**config.mk**
```make
export PLATFORM = sky130hd
export DESIGN_NAME = debounce_ctrl
export DESIGN_NICKNAME = d
export VERILOG_FILES = /design/src/rtl/debounce_ctrl.sv
export SDC_FILE = /design/constraint.sdc
export NUM_CORES = 1
export LEC_CHECK = 0
export ABC_AREA = 1
export ABC_CLOCK_PERIOD_IN_PS = 2000
export CAP_MARGIN = 10
export CORE_MARGIN = 10
export CORE_UTILIZATION = 35
export CTS_CLUSTER_DIAMETER = 60
export DETAILED_ROUTE_END_ITERATION = 6
export DONT_BUFFER_PORTS = 1
export GPL_TIMING_DRIVEN = 0
export PLACE_DENSITY = 0.49
export SYNTH_ARGS = -nofsm -noshare
export SYNTH_HDL_FRONTEND = slang
export SYNTH_SLANG_ARGS = --single-unit
```
**constraint.sdc**
```tcl
create_clock -name clk -period 2 [get_ports clk]
set_clock_uncertainty 0.1 [all_clocks]
set_input_delay 0.3 -clock clk [delete_from_list [all_inputs] [get_ports clk]]
set_output_delay 0.3 -clock clk [all_outputs]
set_load 0.1 [all_outputs]
```
**src/rtl/debounce_ctrl.sv**
```systemverilog
// ---------------------------------------------------------------------------
// debounce_ctrl
//   Debounce controller for one raw push-button or switch input. The raw
//   input passes through a two-flop synchroniser. A four-state FSM with a
//   qualification counter then accepts a level change only after it has been
//   stable for DB_CYCLES enabled cycles. The block produces a clean level
//   plus registered one-cycle press (and optionally release) strobes.
//
// Configuration macro:
//   REL_PULSE_EN  when defined, adds the rel_pulse output and its logic.
//                 When undefined, that port is absent and a release still
//                 clears db_out.
//
// Parameters:
//   DB_CYCLES     stable cycles needed to accept a level change (>= 2)
//   CW            counter width; 2**CW must be >= DB_CYCLES
//
// Ports:
//   clk           system clock, rising edge
//   rst           asynchronous, active-low reset
//   en            1 = FSM/counter advance, 0 = hold (synchroniser still runs)
//   din           raw asynchronous input
//   db_out        debounced level
//   press_pulse   one-cycle strobe on an accepted 0->1 change
//   rel_pulse     one-cycle strobe on an accepted 1->0 change (REL_PULSE_EN)
//   state_o       current FSM state: LOW=00 CHK_HI=01 HIGH=10 CHK_LO=11
// ---------------------------------------------------------------------------
module debounce_ctrl #(
    parameter int DB_CYCLES = 500000,
    parameter int CW        = 20
) (
    input  logic       clk,
    input  logic       rst,
    input  logic       en,
    input  logic       din,
    output logic       db_out,
    output logic       press_pulse,
`ifdef REL_PULSE_EN
    output logic       rel_pulse,
`endif
    output logic [1:0] state_o
);

    typedef enum logic [1:0] {
        LOW    = 2'b00,
        CHK_HI = 2'b01,
        HIGH   = 2'b10,
        CHK_LO = 2'b11
    } state_t;

    localparam logic [CW-1:0] CNT_LAST = CW'(DB_CYCLES - 1);

    logic          s1_q;
    logic          s2_q;
    state_t        state_q;
    logic [CW-1:0] cnt_q;
    logic [CW-1:0] cnt_d;
    logic          cntLast;
    logic          dbOut_q;
    logic          press_q;
`ifdef REL_PULSE_EN
    logic          rel_q;
`endif

    // Two-flop synchroniser. It runs on every edge, even when en is low, so
    // the FSM sees a fresh and settled sample as soon as it resumes.
    always_ff @(posedge clk or negedge rst) begin
        if (!rst) begin
            s1_q <= 1'b0;
            s2_q <= 1'b0;
        end else begin
            s1_q <= din;
            s2_q <= s1_q;
        end
    end

    assign cnt_d   = cnt_q + CW'(1);
    assign cntLast = (cnt_q == CNT_LAST);

    // The qualification FSM keeps all of its outputs registered. The counter
    // restarts from zero on every entry into a check state. The counter only
    // counts up while the synchronised level stays at the candidate value,
    // so it stops at DB_CYCLES-1 and never wraps. The strobes default to low
    // on every edge, which makes each one last exactly one cycle. When en is
    // low, the state, counter and level are frozen and the strobes are held
    // low.
    always_ff @(posedge clk or negedge rst) begin
        if (!rst) begin
            state_q <= LOW;
            cnt_q   <= '0;
            dbOut_q <= 1'b0;
            press_q <= 1'b0;
`ifdef REL_PULSE_EN
            rel_q   <= 1'b0;
`endif
        end else begin
            press_q <= 1'b0;
`ifdef REL_PULSE_EN
            rel_q   <= 1'b0;
`endif
            if (en) begin
                case (state_q)
                    LOW: begin
                        if (s2_q) begin
                            state_q <= CHK_HI;
                            cnt_q   <= '0;
                        end
                    end
                    CHK_HI: begin
                        if (!s2_q) begin
                            state_q <= LOW;
                            cnt_q   <= '0;
                        end else if (cntLast) begin
                            state_q <= HIGH;
                            dbOut_q <= 1'b1;
                            press_q <= 1'b1;
                        end else begin
                            cnt_q   <= cnt_d;
                        end
                    end
                    HIGH: begin
                        if (!s2_q) begin
                            state_q <= CHK_LO;
                            cnt_q   <= '0;
                        end
                    end
                    CHK_LO: begin
                        if (s2_q) begin
                            state_q <= HIGH;
                            cnt_q   <= '0;
                        end else if (cntLast) begin
                            state_q <= LOW;
                            dbOut_q <= 1'b0;
`ifdef REL_PULSE_EN
                            rel_q   <= 1'b1;
`endif
                        end else begin
                            cnt_q   <= cnt_d;
                        end
                    end
                endcase
            end
        end
    end

    assign db_out      = dbOut_q;
    assign press_pulse = press_q;
`ifdef REL_PULSE_EN
    assign rel_pulse   = rel_q;
`endif
    assign state_o     = state_q;

endmodule

```
==> impl_metrics.json <==
{
  "die_area_um2": 7825,
  "ys.flop_type": "dfrtp_1",
  "clkSinkCount": 26,
  "dpl.hpwl_um": 2932,
  "core_um2": 4444,
  "worstSetupPathType": "register to register",
  "die_y_um": 88.46,
  "grt-ovfl-total": 0,
  "grt_pass1_vias": 1321,
  "clk_pin_slew_worst_paths_ns": 0.10,
  "synthesis.nets": 243,
  "status": "finished, final reports clean",
  "h-tree-depth": 1,
  "clock_latency_ns": 0.28,
  "ioPinCount": 8,
  "holdPathStages": 2,
  "num_rows": 24,
  "peakVddDrop_mv": 0.3139,
  "drt-initial-drc-count": 73,
  "yosysUniqueCellTypes": 25,
  "routed_via_density": 4.862,
  "gp_congestion": 0.8434,
  "fin_total_pwr_w": 0.001111,
  "power.leakage_nw": 0.8191,
  "layout-drive-gt1-share": 0.1143,
  "cp_max_fo": 7,
  "diodes": 0,
  "synth.largest_area_cell": "dfrtp_1",
  "grt_util_all_layers": 0.1078,
  "post_cts.repair.setup_buffers": 0,
  "n_fill_cell": 466,
  "firstDrtPassIters": 4,
  "start_util": 0.3691,
  "finalCriticalPeriod_ns": 1.846,
  "slew_violations": 0,
  "cp-end-kind": "register",
  "wire_per_inst_um": 13.31,
  "worstHoldPathType": "primary input to register",
  "ys_ff_latch": 26,
  "clockRootBuffer": "clkbuf_8",
  "p_per_area_nw_per_um2": 607.9,
  "ant_nets": 0,
  "grt_pass1_wl_um": 6644,
  "yosys-top-cells-area": "dfrtp_1 40%, nand2_1 15%, inv_1 7.8%, nor2_1 7.3%, o21ai_0 4.9%",
  "async_reset_ff_frac": 1.000,
  "met2_usage": 0.1674,
  "postPlaceCellArea_um2": 1707,
  "max_cap_viol_count": 0,
  "grt_max_degree": 27,
  "syn2layout_area_growth_pct": 11.44,
  "startpoint_type": "register",
  "postSynthAreaPerCell_um2": 6.892,
  "yosysWarnings": 0,
  "layout.nets": 251,
  "fin_crit_sh": 0.9232,
  "synth_edf_count": 0,
  "cts_buffers": 3,
  "synth_top_area_frac": 0.3966,
  "met1_usage": 0.1494,
  "drc_errors": 0,
  "clockBufferDepth": 2,
  "wl_um": 3952,
  "multiInputGateArea_um2": 842.1,
  "syn_inst": 238,
  "die_w_um": 88.46,
  "max_freq_mhz": 541.6,
  "tightest_slew_ns": 0.8919,
  "setup_violations": 0,
  "route.vias.total": 1444,
  "cts_tree": "yes",
  "hold_viol": 0,
  "io_buffers": 0,
  "critPathArrivalTime_ns": 1.93,
  "grt.busiest_layer": "met2",
  "antenna_found_initial": 0,
  "max_slew_margin": 0.4054,
  "ys_seq_area_frac": 0.3966,
  "reg2reg_depth": 8,
  "stdcell_area_um2": 1828,
  "synth_area_um2": 1640,
  "regArea_um2": 655.6,
  "grt_util_met3": 0.02390,
  "worstPathRequired_ns": 2.08
}
-- layer usage --
| layer | wire length, µm | vias to the layer above | part of all wire |
|---|---|---|---|
| met1 | 2032 | 649 | 0.51 |
| met3 | 151 | 2 | 0.038 |
| li1 | - | 769 | - |
| met2 | 1744 | 24 | 0.44 |
| met4 | 24 | 0 | 0.0061 |
| met5 | 0 | - | 0 |
-- logic make-up (layout without fill, tap and decap cells) --
kind of cell / after synthesis / count (layout) / share of synthesized area
and+or+nand+nor: 139 / 139 / 0.3959
buffers and inverters: 39 / 46 / 0.09229
AOI/OAI and AO/OA: 33 / 33 / 0.1076
DFF: 26 / 26 / 0.3966
adders and majority gates: 1 / 1 / 0.007627
-- path summary, 6_finish.rpt --
kind,start,endpoint,slack (ns)
max in group asynchronous,rst,asynchronous set/reset pin,1.28
worst max register to register,register,cnt_q[15]$_DFFE_PN0P_,0.15
worst max-delay path,register,cnt_q[15]$_DFFE_PN0P_,0.15
worst min-delay path,en,press_pulse$_DFF_PN0_,0.08
worst min register to register,s1_q$_DFF_PN0_,s2_q$_DFF_PN0_,0.26
min in group asynchronous,rst,db_out$_DFFE_PN0P_,0.36
-- Yosys cell counts, types with 4 or more instances --
cell     instances
nand2_1         66
dfrtp_1         26
nand3_1         15
buf_2            4
nor2_1          32
nand3_2          4
nor2_4           4
o21ai_1          6
inv_1           34
a21oi_1          5
nand4_1          5
o21ai_0         16
-- power breakdown --
| group | internal [W] | total [W] | switching [W] |
|---|---|---|---|
| combinational | 0.0000270 | 0.0000843 | 0.0000573 |
| sequential | 0.000538 | 0.000574 | 0.0000358 |
| clock | 0.000268 | 0.000453 | 0.000185 |
| total | 0.000833 | 0.00111 | 0.000278 |
-- final cells by class --
class,count,share of cell area
Clock inverter,1,0.01643
Buffer,4,0.01232
Multi-Input combinational cell,173,0.4606
Clock buffer,3,0.02259
Tap cell,52,0.03559
Timing Repair Buffer,3,0.02190
Sequential cell,26,0.3587
Inverter,35,0.07187
-- worst max-delay path, stage by stage, from the launching register on --
cell and delay [ns]:
dfrtp_4 0.64, nand2_1 0.15, nand2_1 0.10, o21ai_2 0.38, nor2_2 0.15, nand2_1 0.10, nand2_1 0.05, nand2_1 0.05
nor2_1 0.04
-- stage by stage --
step / instances / setup WS [ns] / setup TNS [ns] / hold WS [ns] / util
finish: 297 / 0.1535 / 0 / 0.08047 / 0.4113
global route: 297 / -0.01693 / -0.01693 / 0.08768 / 0.4113
CTS: 297 / 0.07475 / 0 / 0.07598 / 0.4108
detailed placement: 290 / -0.3685 / -2.008 / -0.09461 / 0.3840
global placement: 290 / -0.3743 / -2.120 / -0.09467 / 0.3840
floorplan: 238 / 0.03534 / 0 / -0.09559 / -
-- cell usage in the layout, fill, tap and decap left out --
cell type / n
inv_2: 1
bufinv_16: 1
nand3_2: 4
buf_2: 3
or2_2: 1
nor2_1: 32
dfrtp_1: 24
a21boi_0: 1
nand3_1: 15
nor2_4: 4
o21ai_1: 5
inv_1: 34
o21bai_1: 1
nand2_4: 1
nor2_2: 3
nor3_2: 1
o21ai_0: 16
nand4_1: 5
nand3b_1: 3
buf_12: 1
nand2_1: 66
dlygate4sd3_1: 2
a22oi_1: 1
o22ai_1: 3
a21oi_1: 5
dfrtp_4: 1
nand2_2: 1
clkbuf_8: 3
nor3_1: 3
dfrtp_2: 1
o21ai_2: 1
buf_4: 1
ha_1: 1
-- flip-flops by register name, summed over array words and instances (netlist names), named ones only --
| register | flops |
|---|---|
| cnt_q | 20 |
| db_out | 1 |
| press_pulse | 1 |
| s1_q | 1 |
| s2_q | 1 |
| state_o | 1 |
-- what timing repair did --
action | 4_1_cts | 5_1_grt
setup endpoints to repair | 10 | 2
hold endpoints to repair | 27 | 0
hold buffers | 3 | 0
resized for setup | 3 | 2
No activity file was read; power rests on OpenSTA's default activity.
